==> src/rtl/pc_sequencer.sv <==
// Next-PC controller for the fetch stage: boot wait, redirect arbitration
// (exception > eret > branch > jump > held redirect > sequential) and EPC ownership.
module pc_sequencer #(
    parameter logic [31:0] RESET_PC   = 32'h00400000,
    parameter logic [31:0] EXC_VECTOR = 32'h00400004,
    parameter int unsigned BOOT_WAIT  = 4
) (
    input  logic        clk,
    input  logic        rst,
    input  logic [31:0] pc_cur,
    input  logic        stall_i,
    input  logic        br_valid,
    input  logic [31:0] br_target,
    input  logic        jmp_valid,
    input  logic [31:0] jmp_target,
    input  logic        exc_req,
    input  logic [31:0] exc_pc,
    input  logic        eret_req,
    output logic [31:0] pc_next,
    output logic        pc_we,
    output logic        flush_if,
    output logic        fetch_valid,
    output logic [31:0] epc_o,
    output logic [1:0]  state_o
);

    typedef enum logic [1:0] {
        S_BOOT = 2'd0,
        S_RUN  = 2'd1,
        S_HOLD = 2'd2
    } state_t;

    state_t      r_state;
    logic [15:0] r_boot_cnt;
    logic [31:0] r_pend_pc;
    logic        r_pend_valid;
    logic [31:0] r_epc;

    logic        w_active;
    logic        w_redir;
    logic [31:0] w_redir_tgt;
    logic        w_drain;

    function automatic logic [31:0] word_align(input logic [31:0] addr);
        return {addr[31:2], 2'b00};
    endfunction

    assign w_active = (r_state == S_RUN) || (r_state == S_HOLD);
    assign w_redir  = eret_req | br_valid | jmp_valid;
    assign w_drain  = (r_state == S_HOLD) && r_pend_valid && !stall_i;

    // Pick the winning non-exception redirect target
    always_comb begin
        w_redir_tgt = 32'h0000_0000;
        if (eret_req) begin
            w_redir_tgt = word_align(r_epc);
        end else if (br_valid) begin
            w_redir_tgt = word_align(br_target);
        end else if (jmp_valid) begin
            w_redir_tgt = word_align(jmp_target);
        end else begin
            w_redir_tgt = 32'h0000_0000;
        end
    end

    // Same-cycle PC register controls so redirects add no latency
    always_comb begin
        pc_next  = pc_cur;
        pc_we    = 1'b0;
        flush_if = 1'b0;
        if (!w_active) begin
            pc_next = RESET_PC;
        end else if (exc_req) begin
            pc_next  = word_align(EXC_VECTOR);
            pc_we    = 1'b1;
            flush_if = 1'b1;
        end else if (w_redir && !stall_i) begin
            pc_next  = w_redir_tgt;
            pc_we    = 1'b1;
            flush_if = 1'b1;
        end else if (w_redir) begin
            // Redirect under stall is parked in pend_pc; PC holds
            pc_next = pc_cur;
        end else if (w_drain) begin
            pc_next  = r_pend_pc;
            pc_we    = 1'b1;
            flush_if = 1'b1;
        end else if (!stall_i) begin
            pc_next = pc_cur + 32'd4;
            pc_we   = 1'b1;
        end else begin
            pc_next = pc_cur;
        end
    end

    assign fetch_valid = w_active & ~flush_if & ~stall_i;
    assign epc_o       = r_epc;
    assign state_o     = r_state;

    // Sequencer state, boot counter, pending redirect and EPC
    always_ff @(posedge clk or posedge rst) begin
        if (rst) begin
            r_state      <= S_BOOT;
            r_boot_cnt   <= 16'(BOOT_WAIT);
            r_pend_pc    <= 32'h0000_0000;
            r_pend_valid <= 1'b0;
            r_epc        <= RESET_PC;
        end else begin
            case (r_state)
                S_BOOT: begin
                    // BOOT_WAIT of 0 or 1 both leave after a single boot cycle
                    if (r_boot_cnt <= 16'd1) begin
                        r_boot_cnt <= 16'd0;
                        r_state    <= S_RUN;
                    end else begin
                        r_boot_cnt <= r_boot_cnt - 16'd1;
                    end
                end
                S_RUN, S_HOLD: begin
                    if (exc_req) begin
                        r_epc        <= exc_pc;
                        r_pend_valid <= 1'b0;
                        r_state      <= S_RUN;
                    end else if (w_redir && stall_i) begin
                        r_pend_pc    <= w_redir_tgt;
                        r_pend_valid <= 1'b1;
                        r_state      <= S_HOLD;
                    end else if (w_redir) begin
                        r_pend_valid <= 1'b0;
                        r_state      <= S_RUN;
                    end else if (w_drain) begin
                        r_pend_valid <= 1'b0;
                        r_state      <= S_RUN;
                    end else begin
                        r_state <= r_state;
                    end
                end
                default: begin
                    r_state      <= S_BOOT;
                    r_boot_cnt   <= 16'(BOOT_WAIT);
                    r_pend_valid <= 1'b0;
                end
            endcase
        end
    end

endmodule

==> config.mk <==
export PLATFORM = sky130hd
export DESIGN_NAME = pc_sequencer
export DESIGN_NICKNAME = d
export VERILOG_FILES = /design/src/rtl/pc_sequencer.sv
export SDC_FILE = /design/constraint.sdc
export NUM_CORES = 1
export LEC_CHECK = 0
export CAP_MARGIN = 0
export CORE_UTILIZATION = 40
export CTS_BUF_LIST = sky130_fd_sc_hd__clkbuf_4 sky130_fd_sc_hd__clkbuf_8
export CTS_CLUSTER_SIZE = 16
export DETAILED_ROUTE_END_ITERATION = 6
export PLACE_DENSITY = 0.83
export SLEW_MARGIN = 20
export SYNTH_ARGS = -nofsm -noshare
export SYNTH_HDL_FRONTEND = slang
export SYNTH_SLANG_ARGS = --single-unit
==> constraint.sdc <==
create_clock -name clk -period 6.4 [get_ports clk]
set_clock_uncertainty 0.05 [all_clocks]
set_input_delay 1.28 -clock clk [delete_from_list [all_inputs] [get_ports clk]]
set_output_delay 1.28 -clock clk [all_outputs]
set_load 0.005 [all_outputs]
==> summary.log <==
qor: floorplanning.fp.dieArea 13900 µm²
qor: yosys.ys.warnings.count 0
qor: yosys.yosysMostFrequentCell sky130_fd_sc_hd__dfrtp_1
qor: sta.timing.fmax 174 MHz
qor: clock_tree.clk_root_buffer_cell sky130_fd_sc_hd__clkbuf_8
qor: worst_setup_path.timing.critical_path.cells clkdlybuf4s50_1 > nand4_1 > or4_1 > or2_1 > or4_1 > a31oi_1 > clkdlybuf4s50_1
qor: placement.place.detailed.instances 958
qor: sta.fin_hold_ws 0.430 ns
qor: worst_setup_path.path_delay_family simple AND/OR/NAND/NOR gates
qor: global_route.global_route_overflow 0
qor: worst_setup_path.cpMaxStageDelayCell sky130_fd_sc_hd__or4_1
qor: job.max-cap-violations 0
qor: global_route.grt_antenna_before_repair 0
qor: global_route.first_global_vias 5660
qor: clock_tree.cts_hold_buf 0
qor: sta.totalNegativeSetupSlack 0 ns
qor: yosys.mappedNetlistNets 755
qor: global_route.grt_use_total 0.273
qor: global_route.grt_first_pass_wirelength 29800 µm
qor: yosys.synth_enable_flop_cells 0
qor: worst_setup_path.worst-endpoint-arrival 4.41 ns
qor: route.number_of_nets_still_failing_antenna_checks_after_routing 0
qor: yosys.synth_seq_cells 81
qor: floorplanning.core-area 13200 µm²
qor: floorplanning.rows 42
qor: final_layout.areaGrowthSynthToFinish 43.8%
qor: worst_setup_path.critPathKind primary input to output port
qor: yosys.syn_area 5380 µm²
qor: sta.setup_violators_final 0
qor: route.drt_pass1_iterations 6
qor: clock_tree.number_of_buffers_on_the_longest_clock_path 2
qor: power.leakagePower 0.00302 µW
qor: clock_tree.cts_setup_buffers 0
qor: yosys.seq_area_frac_synth 0.377
qor: placement.port_buffers 199
qor: yosys.yosys.cell_types.count 62
qor: yosys.synthCells 614
qor: sta.final_min_period_over_clock_period 0.897
qor: worst_setup_path.critical_path_peak_fanout 11
qor: sta.max_slew_margin 0.398
qor: final_layout.antenna_cells_inserted 0
qor: yosys.portion_of_synthesized_cell_area_occupied_by_the_leading_cell_type 0.368
qor: route.routed_via_density 5.86
qor: sta.rsz0062_at_grt no
qor: worst_setup_path.critical-path-max-stage-delay 0.73 ns
qor: final_layout.finalNetCount 934
qor: worst_setup_path.setup.worst_path.start_class primary input
qor: worst_hold_path.min-delay-path-class register to register
qor: clock_tree.tritoncts done
qor: clock_tree.cts_htree_levels 3
qor: sta.hold_viol 0
qor: clock_tree.clkSlewWorstSetupHoldPaths 0.07 ns
qor: placement.placed_cell_area 7530 µm²
qor: sta.final_number_of_max_transition_violations 0
qor: global_route.largest_net_degree_at_the_start_of_global_routing 56
qor: power.power.density 362 nW/µm²
qor: yosys.post_synth_main_area_contributors sky130_fd_sc_hd__dfrtp_1 (37%), sky130_fd_sc_hd__mux2_2 (9.8%), sky130_fd_sc_hd__o21ai_0 (6.3%), sky130_fd_sc_hd__nand2_1 (4.4%), sky130_fd_sc_hd__a21oi_1 (3.1%)
qor: final_layout.fillCellCount 1139
qor: route.drt-wirelength-per-cell 19.0 µm
qor: placement.dp_hpwl 14000 µm
qor: route.vias 5709
qor: floorplanning.initial_utilization 0.408
qor: worst_setup_path.worst-endpoint-required 5.07 ns
qor: worst_setup_path.critical_path.n_buffers_inverters 2
qor: floorplanning.chipHeight 118 µm
qor: yosys.synth_top_cell_by_area sky130_fd_sc_hd__dfrtp_1
qor: power.peak_supply_drop 0.204 mV
qor: final_layout.share_of_final_layout_standard_cells_stronger_than_drive_strength_1 0.115
qor: yosys.synth_common_cells sky130_fd_sc_hd__dfrtp_1 (79), sky130_fd_sc_hd__o21ai_0 (68), sky130_fd_sc_hd__nand2_1 (63)
qor: final_layout.instances_no_fill 974
qor: sta.worst_slew_pin_slew 0.903 ns
qor: final_layout.post-route-cell-area 7730 µm²
qor: route.routed_wirelength 18500 µm
qor: yosys.synthFlopType sky130_fd_sc_hd__dfrtp_1
qor: route.detailedRoute.firstIterationViolations 399
qor: worst_setup_path.setup.worst_path.end_class output port
qor: floorplanning.die_x 118 µm
qor: placement.place_congestion 0.934
qor: floorplanning.io-pin-count 204
qor: clock_tree.sink_count_of_the_clock_tree 81
qor: route.drc_errors_left 0
qor: clock_tree.post_cts_resize_count 0
qor: status.run_status completed
qor: yosys.synth_async_reset_ratio 1.00
qor: clock_tree.tritoncts.num_buffers 9
qor: clock_tree.clk-insertion-delay-late 0.37 ns
qor: sta.post-route-min-period 5.74 ns
qor: yosys.synthesis.area_per_instance 8.76 µm²
==> registers in the layout (all words and copies together), names as in the netlist <==
signal        count
r_pend_pc        30
r_pend_valid      1
state_o           2
r_boot_cnt       16
epc_o            32
==> metal layers <==
layer  global-route usage  vias up  wire (µm)
met4                0.143        0        754
met5                    0        -          0
met1                0.353     2682       7600
met3               0.0518       53       1550
met2                0.432      323       8590
li1                     -     2651          -
==> report_power, final <==
group	leakage, µW	internal [µW]	switching [µW]	total (µW)
combinational	0.00191	788	675	1460
sequential	0.00100	761	177	938
clock	0.000104	204	193	397
==> layout make-up <==
| type | instances | area [µm²] | share of cell area |
|---|---|---|---|
| Multi-Input combinational cell | 472 | 3120 | 0.403 |
| Sequential cell | 81 | 2030 | 0.262 |
| Clock inverter | 3 | 42.5 | 0.00550 |
| Inverter | 14 | 53.8 | 0.00696 |
| Timing Repair Buffer | 215 | 2110 | 0.273 |
| Clock buffer | 13 | 160 | 0.0207 |
| Tap cell | 176 | 220 | 0.0285 |
==> tightest hold or removal path, cell delays in order (launching register included) <==
cell and delay (ns):
sky130_fd_sc_hd__dfrtp_1 0.34, sky130_fd_sc_hd__nand2_1 0.04, sky130_fd_sc_hd__o21ai_0 0.06
==> stage by stage <==
step	setup WS (ns)	util	power, µW
global placement	0.691	0.571	2370
detailed placement	0.647	0.571	2400
CTS	0.656	0.586	2800
finish	0.659	0.586	2800
global route	0.502	0.586	2990
floorplan	2.15	-	1710
==> logic make-up after synthesis <==
group,Yosys count,synth area share
AOI/OAI and AO/OA,199,0.243
and+or+nand+nor,195,0.181
DFF,81,0.377
buffers and inverters,61,0.0447
muxes,51,0.106
xor gates and xnor gates,21,0.0342
adders and majority gates,6,0.0140
==> cell usage in the layout (no fill, tap or decap), drive strengths merged, types with 6 or more instances in the layout <==
master	Yosys	layout
clkdlybuf4s50	0	199
dfrtp	79	79
o21ai	68	68
nand2	63	63
mux2	47	47
nor2	44	44
a21oi	33	33
nor3	19	19
xnor2	18	18
a22oi	17	17
buf	16	16
nor4	14	14
inv	14	13
a221o	13	13
clkbuf	31	13
nand3	12	12
a211oi	10	10
o21a	9	9
and3	8	8
or4	7	7
ha	6	6
==> final timing paths <==
path / from / endpoint / slack [ns] / cells past startpoint
worst max-delay path: pc_cur[17] / pc_next[27] / 0.66 / 7
worst min-delay path: r_pend_pc[21] / r_pend_pc[21] / 0.43 / 2
worst max register to register: state_o[0] / r_pend_pc[13] / 3.12 / 7
worst min register to register: r_pend_pc[21] / r_pend_pc[21] / 0.43 / 2
max in group asynchronous: rst / r_boot_cnt[12] / 4.02 / 3
min in group asynchronous: rst / epc_o[0] / 1.19 / 2
No activity file was read; power rests on OpenSTA's default activity.
